File: src/rtl/rinstr_encoder.sv
// rinstr_encoder: packs RV32I R-type fields into words and streams them into imem at consecutive addresses; word visible one edge after accept.
// Backpressure: in_ready drops when the FIFO is full or restart is high. Optional legality filter under RINSTR_FIELD_CHECK_EN.

module rinstr_fifo #(
  parameter int DEPTH = 4,
  parameter int W     = 32
) (
  input  logic                   clk,
  input  logic                   rst_n,
  input  logic                   flush,
  input  logic                   push,
  input  logic [W-1:0]           wdata,
  input  logic                   pop,
  output logic [W-1:0]           rdata,
  output logic                   full,
  output logic                   empty,
  output logic [$clog2(DEPTH):0] count
);
  localparam int PW = $clog2(DEPTH);
  localparam logic [PW:0] FULL_CNT = (PW+1)'(DEPTH);

  logic [W-1:0]  mem_q [DEPTH];
  logic [PW-1:0] wr_ptr_q, wr_ptr_d;
  logic [PW-1:0] rd_ptr_q, rd_ptr_d;
  logic [PW:0]   count_q, count_d;
  logic          do_push, do_pop;

  assign full    = (count_q == FULL_CNT);
  assign empty   = (count_q == '0);
  assign count   = count_q;
  assign rdata   = mem_q[rd_ptr_q];
  assign do_push = push && !full && !flush;
  assign do_pop  = pop && !empty && !flush;

  always_comb begin
    wr_ptr_d = wr_ptr_q;
    rd_ptr_d = rd_ptr_q;
    count_d  = count_q;
    if (flush) begin
      wr_ptr_d = '0;
      rd_ptr_d = '0;
      count_d  = '0;
    end else begin
      if (do_push) wr_ptr_d = wr_ptr_q + 1'b1;
      if (do_pop)  rd_ptr_d = rd_ptr_q + 1'b1;
      case ({do_push, do_pop})
        2'b10:   count_d = count_q + 1'b1;
        2'b01:   count_d = count_q - 1'b1;
        default: count_d = count_q;
      endcase
    end
  end

  always_ff @(posedge clk or negedge rst_n) begin
    if (!rst_n) begin
      wr_ptr_q <= '0;
      rd_ptr_q <= '0;
      count_q  <= '0;
    end else begin
      wr_ptr_q <= wr_ptr_d;
      rd_ptr_q <= rd_ptr_d;
      count_q  <= count_d;
    end
  end

  // Storage needs no reset: the read side is masked while empty.
  always_ff @(posedge clk) begin
    if (do_push) mem_q[wr_ptr_q] <= wdata;
  end
endmodule

module rinstr_encoder #(
  parameter int DEPTH     = 4,
  parameter int ADDR_W    = 8,
  parameter int BASE_ADDR = 0
) (
  input  logic                   clk,
  input  logic                   rst_n,
  input  logic                   restart,
  input  logic                   in_valid,
  output logic                   in_ready,
  input  logic [6:0]             funct7,
  input  logic [4:0]             rs2,
  input  logic [4:0]             rs1,
  input  logic [2:0]             funct3,
  input  logic [4:0]             rd,
  output logic                   imem_we,
  output logic [ADDR_W-1:0]      imem_addr,
  output logic [31:0]            imem_wdata,
  input  logic                   imem_ack,
  output logic [$clog2(DEPTH):0] level,
  output logic                   err
);
  localparam logic [ADDR_W-1:0] BASE = ADDR_W'(BASE_ADDR);
  localparam logic [6:0]        OPC_R = 7'b0110011;

  typedef struct packed {
    logic [6:0] funct7;
    logic [4:0] rs2;
    logic [4:0] rs1;
    logic [2:0] funct3;
    logic [4:0] rd;
    logic [6:0] opcode;
  } rtype_t;

  rtype_t            enc_word;
  logic [31:0]       head_dat;
  logic              fifo_full, fifo_empty;
  logic              accept, legal, push, xfer;
  logic [ADDR_W-1:0] addr_q, addr_d;

  assign enc_word = '{funct7: funct7, rs2: rs2, rs1: rs1, funct3: funct3,
                      rd: rd, opcode: OPC_R};

`ifdef RINSTR_FIELD_CHECK_EN
  // Only add/sll/slt/sltu/xor/srl/or/and plus sub and sra are legal.
  assign legal = (funct7 == 7'b0000000) ||
                 ((funct7 == 7'b0100000) && ((funct3 == 3'b000) || (funct3 == 3'b101)));
`else
  assign legal = 1'b1;
`endif

  assign in_ready = !fifo_full && !restart;
  assign accept   = in_valid && in_ready;
  assign push     = accept && legal;
  assign imem_we  = !fifo_empty;
  assign xfer     = imem_we && imem_ack;

  rinstr_fifo #(
    .DEPTH (DEPTH),
    .W     (32)
  ) u_fifo (
    .clk   (clk),
    .rst_n (rst_n),
    .flush (restart),
    .push  (push),
    .wdata (enc_word),
    .pop   (xfer),
    .rdata (head_dat),
    .full  (fifo_full),
    .empty (fifo_empty),
    .count (level)
  );

  assign imem_wdata = fifo_empty ? 32'h0 : head_dat;
  assign imem_addr  = addr_q;

  // restart beats a same-cycle transfer: the discarded write never advances the address.
  always_comb begin
    addr_d = addr_q;
    if (restart)   addr_d = BASE;
    else if (xfer) addr_d = addr_q + 1'b1;
  end

  always_ff @(posedge clk or negedge rst_n) begin
    if (!rst_n) addr_q <= BASE;
    else        addr_q <= addr_d;
  end

`ifdef RINSTR_FIELD_CHECK_EN
  logic err_q;
  always_ff @(posedge clk or negedge rst_n) begin
    if (!rst_n) err_q <= 1'b0;
    else        err_q <= accept && !legal;
  end
  assign err = err_q;
`else
  assign err = 1'b0;
`endif
endmodule
File: config.mk
export PLATFORM = sky130hd
export DESIGN_NAME = rinstr_encoder
export DESIGN_NICKNAME = d
export VERILOG_FILES = /design/src/rtl/rinstr_encoder.sv
export SDC_FILE = /design/constraint.sdc
export NUM_CORES = 1
export LEC_CHECK = 0
export CAP_MARGIN = 20
export CORE_UTILIZATION = 40
export CTS_CLUSTER_DIAMETER = 30
export DETAILED_ROUTE_END_ITERATION = 6
export PLACE_DENSITY_LB_ADDON = 0.15
export RECOVER_POWER = 50
export SYNTH_ARGS = -nofsm -noshare
export SYNTH_HDL_FRONTEND = slang
export SYNTH_HIERARCHICAL = 1
export SYNTH_SLANG_ARGS = --single-unit
File: constraint.sdc
create_clock -name clk -period 6.6 [get_ports clk]
set_clock_uncertainty 0.05 [all_clocks]
set_input_delay 0.99 -clock clk [delete_from_list [all_inputs] [get_ports clk]]
set_output_delay 0.99 -clock clk [all_outputs]
set_load 0.02 [all_outputs]
==> results.json, run 1 <==
{
  "status": "finished, violations left",
  "violations": "max-capacitance violations, max-slew violations",
  "cp.depth": 4,
  "grtUsageMet1": 0.202,
  "finalCritPeriodShare": 0.688,
  "grt_pass1_wl_um": 16300,
  "fp.dieH_um": 123,
  "ys_types": 39,
  "clkTransAtPathRegs_ns": 0.06,
  "worstMarginPinSlew_ns": 1.69,
  "track_usage": 0.152,
  "setup_viol": 0,
  "fin_util": 0.518,
  "dp_hpwl_um": 6120,
  "coreArea_sq_um": 14000,
  "synth_area_leaders": "edfxtp_1 (66%), mux4_2 (12%), dfrtp_1 (6.5%)",
  "h-tree-depth": 4,
  "io-pin-count": 76,
  "crit_family": "buffers and inverters",
  "netlist_area_sq_um": 5810,
  "drt_iter0_drc": 208,
  "initial_utilization": 0.414,
  "cp_slowest_cell": "clkbuf_1",
  "timing.fmax_ghz": 0.220,
  "fin_nets": 449,
  "vias": 2964,
  "syn-mean-instance-area_sq_um": 18.8,
  "clockBufferDepth": 2,
  "rows": 43,
  "wirelength_um": 10300,
  "synthDominantCellAreaShare": 0.661,
  "reg2reg_from": "u_fifo/count[0]$_DFFE_PN0P_",
  "grt_max_degree": 36,
  "leakage_nw": 2.50,
  "use_met2": 0.235,
  "clock_sinks": 143,
  "dieArea_sq_um": 15000,
  "final_common_cell": "edfxtp_1",
  "crit_path_max_fanout": 35,
  "p_per_area_nw_per_um2": 267,
  "antenna_found_initial": 0,
  "cts_tree": "built",
  "layout-drive-gt1-share": 0.150,
  "root_buffer": "clkbuf_16",
  "ant_nets": 0,
  "hold_viol": 0,
  "drc": 0,
  "min_period_ns": 4.54,
  "ys_warn_count": 6,
  "critPathBufInv": 2,
  "drv.max_cap_violation_count": 1,
  "cts_resized": 0,
  "vdd_ir_drop_max_mv": 0.154,
  "portBuffers": 74,
  "cts_setup_buffers": 0,
  "yosysTopAreaCell": "edfxtp_1",
  "cp-start-kind": "flip-flop",
  "grt_overflow": 0,
  "synth_seq_area_share": 0.726,
  "cp_cell_sequence": "nor3_1 -> clkbuf_1 -> and2b_2 -> dlygate4sd3_1",
  "slowest_delay_ns": 1.26,
  "synthCells": 309,
  "cts_hold_buffers": 0,
  "min_from": "imem_addr[7]$_DFFE_PN0P_",
  "tns_ns": 0,
  "place_congestion": 0.685,
  "maxSlewHeadroom": -0.128,
  "rsz0062_at_grt": "false",
  "via_per_inst": 4.89,
  "numCtsBuffers": 17,
  "r2r-end": "u_fifo/count[1]$_DFFE_PN0P_",
  "busiest_layer": "met2",
  "path_class": "reg2out",
  "yosys_register_bits": 143,
  "final_cell_mix": "edfxtp_1 (128), dlygate4sd3_1 (48), mux4_2 (32)",
  "cp-startpoint": "u_fifo/count[0]$_DFFE_PN0P_",
  "min_path_type": "reg2reg",
  "r2r_setup_slack_ns": 2.90,
  "crit_end": "imem_wdata[31]",
  "maxSlewViolCount": 36,
  "grt_pass1_vias": 3033,
  "area_delta_synth_final_pct": 25.1,
  "post_drt_wl_per_cell_um": 17.0,
  "crit_path_end_kind": "output port",
  "reg2reg_depth": 9,
  "clk_latency_ns": 0.41,
  "met3_usage": 0.0414,
  "critPathRequiredTime_ns": 5.56,
  "firstDrtPassIters": 4,
  "die_x_um": 123,
  "n_antenna_cell": 0,
  "critPathArrivalTime_ns": 3.50
}
==> registers in the layout, indices dropped and copies added, names as in the netlist <==
signal	count
u_fifo/mem_q	128
imem_addr	8
u_fifo/count	3
u_fifo/wr_ptr_q	2
u_fifo/rd_ptr_q	2
==> cell families (layout without fill, tap and decap cells) <==
family	after synthesis	count (layout)	share of synthesized area
xor gates and xnor gates	10	10	0.0151
buffers and inverters	24	114	0.0237
AOI/OAI and AO/OA	19	19	0.0230
muxes	34	34	0.127
and+or+nand+nor	71	71	0.0693
other	2	29	0.00129
adders and majority gates	6	6	0.0142
DFF	143	143	0.726
==> synth_stat cells <==
| master | number |
|---|---|
| buf_6 | 4 |
| o22ai_1 | 2 |
| a211oi_1 | 1 |
| nand2b_1 | 4 |
| o21a_1 | 1 |
| nor2_1 | 15 |
| nor3_1 | 3 |
| inv_1 | 5 |
| xnor2_1 | 2 |
| conb_1 | 2 |
| a21o_1 | 1 |
| buf_2 | 8 |
| and3_1 | 2 |
| o2111ai_1 | 2 |
| buf_4 | 2 |
| nand2_1 | 5 |
| clkbuf_1 | 5 |
| a211oi_2 | 1 |
| mux4_2 | 32 |
| a311oi_1 | 1 |
| xor2_1 | 8 |
| and2_1 | 5 |
| edfxtp_1 | 128 |
| a22o_1 | 1 |
| dfrtp_1 | 15 |
| fa_1 | 1 |
| a21oi_1 | 2 |
| o21ai_0 | 4 |
| nand4_1 | 2 |
| a22oi_1 | 1 |
| a221oi_1 | 1 |
| and2b_1 | 2 |
| nor2b_1 | 30 |
| and2b_2 | 1 |
| nor3b_2 | 1 |
| o21ai_1 | 1 |
| ha_1 | 5 |
| nand3b_1 | 1 |
| mux2i_1 | 2 |
==> final cells by class <==
class	instances	area (sq um)
clock buffer	19	433
clock inverter	13	55.1
fill	1151	6770
inverter	5	18.8
multi-input combinational	169	1560
sequential	143	4220
tap	180	225
timing repair buffer	77	756
==> power by group <==
group / internal, mW / total, mW / switching (mW)
logic: 0.0656 / 0.143 / 0.0776
clock network: 0.464 / 0.788 / 0.324
registers: 1.00 / 1.01 / 0.00806
==> metrics by stage <==
stage	instances	setup WS, ns	power, mW	cell area [sq um]	hold slack, ns
2_1_floorplan	336	3.26	1.11	5910	0.492
3_3_place_gp	574	2.68	1.18	6800	0.487
3_5_place_dp	574	2.58	1.18	6800	0.495
4_1_cts	606	2.63	1.97	7280	0.510
5_1_grt	606	1.72	2.01	7270	0.534
6_report	606	2.06	1.94	7270	0.497
==> worst register-to-register path, stage by stage (launching register included) <==
cell and delay (ns):
dfrtp_1 0.54, nor3_1 0.31, clkbuf_1 1.26, nand2b_1 0.28, nor3_1 0.09, fa_1 0.51, inv_1 0.05, a311oi_1 0.21
a21oi_1 0.10, a211oi_1 0.23
==> how the worst min path moves through the flow <==
stage | end | depth (start not counted) | slack (ns)
finish | imem_addr[7]$_DFFE_PN0P_ | 2 | 0.50
global route | imem_addr[7]$_DFFE_PN0P_ | 2 | 0.53
CTS | imem_addr[7]$_DFFE_PN0P_ | 2 | 0.51
detailed placement | imem_addr[7]$_DFFE_PN0P_ | 2 | 0.50
global placement | imem_addr[7]$_DFFE_PN0P_ | 2 | 0.49
floorplan | u_fifo/wr_ptr_q[1]$_DFFE_PN0P_ | 2 | 0.49
==> metal layers <==
metal / routed length [um] / up-vias
li1: - / 1374
met5: 0 / -
met1: 4780 / 1498
met3: 395 / 16
met2: 4940 / 76
met4: 190 / 0
Note: power is estimated with default switching activity, not from simulation.
==> inputs of run 2 (changes only) <==
Clock period 6.6 ns to 3.7 ns, I/O delays scaled along.
==> results.json, run 2 (synthesis gave the netlist of run 1 again) <==
{
  "cts_hold_buffers": 0,
  "path_class": "reg2reg",
  "drt_iter0_drc": 196,
  "antenna_found_initial": 0,
  "leakage_nw": 2.57,
  "clockBufferDepth": 2,
  "critPathArrivalTime_ns": 3.37,
  "min_path_type": "reg2reg",
  "fin_nets": 460,
  "cts_resized": 0,
  "dp_hpwl_um": 6370,
  "crit_path_max_fanout": 18,
  "setup_viol": 0,
  "rows": 43,
  "drc": 0,
  "grt_pass1_vias": 3109,
  "vdd_ir_drop_max_mv": 0.289,
  "p_per_area_nw_per_um2": 507,
  "fp.dieH_um": 123,
  "worstMarginPinSlew_ns": 0.782,
  "root_buffer": "clkbuf_16",
  "io-pin-count": 76,
  "r2r_setup_slack_ns": 0.57,
  "fillers": 1128,
  "clock_sinks": 143,
  "grt_max_degree": 33,
  "post_drt_wl_per_cell_um": 17.0,
  "hold_viol": 0,
  "dpl_cell_area_sq_um": 6890,
  "coreArea_sq_um": 14000,
  "status": "finished, final reports clean",
  "hold_depth": 2,
  "final_cell_mix": "edfxtp_1 (128), dlygate4sd3_1 (37), clkdlybuf4s50_1 (37)",
  "reg2reg_from": "u_fifo/count[0]$_DFFE_PN0P_",
  "place_congestion": 0.693,
  "rsz0062_at_grt": "false",
  "portBuffers": 74,
  "cp-start-kind": "flip-flop",
  "drv.max_cap_violation_count": 0,
  "layout-drive-gt1-share": 0.178,
  "grt_pass1_wl_um": 16800,
  "initial_utilization": 0.414,
  "cts_tree": "built",
  "tns_ns": 0,
  "r2r-end": "u_fifo/count[1]$_DFFE_PN0P_",
  "regMostFlops": "u_fifo/mem_q",
  "reg2reg_depth": 11,
  "firstDrtPassIters": 4,
  "vias": 3009,
  "h-tree-depth": 4,
  "largest_reg_flops": 128,
  "stdcell_area_sq_um": 7470,
  "via_per_inst": 4.87,
  "ant_nets": 0,
  "seq_area_sq_um": 4220,
  "multiInputGateArea_sq_um": 1550,
  "numCtsBuffers": 17,
  "track_usage": 0.157,
  "finalCritPeriodShare": 0.846,
  "dieArea_sq_um": 15000,
  "power_mw": 3.79,
  "cp-startpoint": "u_fifo/count[0]$_DFFE_PN0P_",
  "wirelength_um": 10500,
  "worst_hold_path.endpoint": "imem_addr[7]$_DFFE_PN0P_",
  "cts_setup_buffers": 0,
  "min_period_ns": 3.13,
  "area_delta_synth_final_pct": 28.6,
  "final_common_cell": "edfxtp_1",
  "critPathRequiredTime_ns": 3.94,
  "fin_util": 0.532,
  "clk_latency_ns": 0.41,
  "die_x_um": 123,
  "maxSlewHeadroom": 0.479,
  "clkTransAtPathRegs_ns": 0.06,
  "timing.fmax_ghz": 0.320,
  "min_from": "imem_addr[7]$_DFFE_PN0P_",
  "maxSlewViolCount": 0,
  "crit_path_end_kind": "flip-flop",
  "grt_overflow": 0
}
run 2: cell type report:
class	instances	share of cell area
Sequential cell	143	0.565
Multi-Input combinational cell	169	0.208
Timing Repair Buffer	88	0.114
Clock buffer	20	0.0584
Tap cell	180	0.0301
Clock inverter	12	0.0224
Inverter	5	0.00251
Antenna cell	1	0.000335
run 2: metal layers:
metal / wire (um) / global-route usage / vias to the layer above / share of wire
met4: 174 / 0.0709 / 0 / 0.017
li1: - / - / 1397 / -
met1: 4690 / 0.204 / 1531 / 0.45
met3: 435 / 0.0395 / 14 / 0.041
met5: 0 / 0 / - / 0
met2: 5210 / 0.248 / 67 / 0.50
run 2: metrics by stage:
stage | instances | hold slack [ns] | setup WS, ns
4_1_cts | 617 | 0.495 | 0.563
3_5_place_dp | 585 | 0.479 | 0.765
5_1_grt | 617 | 0.540 | 0.320
2_1_floorplan | 336 | 0.209 | 0.708
6_report | 618 | 0.481 | 0.571
3_3_place_gp | 585 | 0.476 | 0.843
run 2: worst max-delay path by stage:
stage | cells past startpoint | to | slack (ns)
floorplan | 7 | u_fifo/mem_q[0][0]$_DFFE_PP_ | 0.71
global placement | 10 | u_fifo/count[1]$_DFFE_PN0P_ | 0.84
detailed placement | 10 | u_fifo/count[1]$_DFFE_PN0P_ | 0.76
CTS | 4 | imem_wdata[2] | 0.56
global route | 11 | u_fifo/count[1]$_DFFE_PN0P_ | 0.32
finish | 11 | u_fifo/count[1]$_DFFE_PN0P_ | 0.57
run 2: critical path, cell delays in order, from the launching register on:
cell and delay (ns):
dfrtp_1 0.62, nor3_1 0.14, buf_4 0.21, nor2b_1 0.11, clkbuf_1 0.60, nand2b_1 0.19, nor3_1 0.25, fa_1 0.45
inv_1 0.08, a311oi_1 0.05, a21oi_1 0.19, a211oi_1 0.06
run 2: report_power, final:
group	switching, mW	total (mW)	internal [mW]
clock network	0.604	1.72	1.12
logic	0.142	0.266	0.124
registers	0.0121	1.80	1.79
total	0.758	3.79	3.03
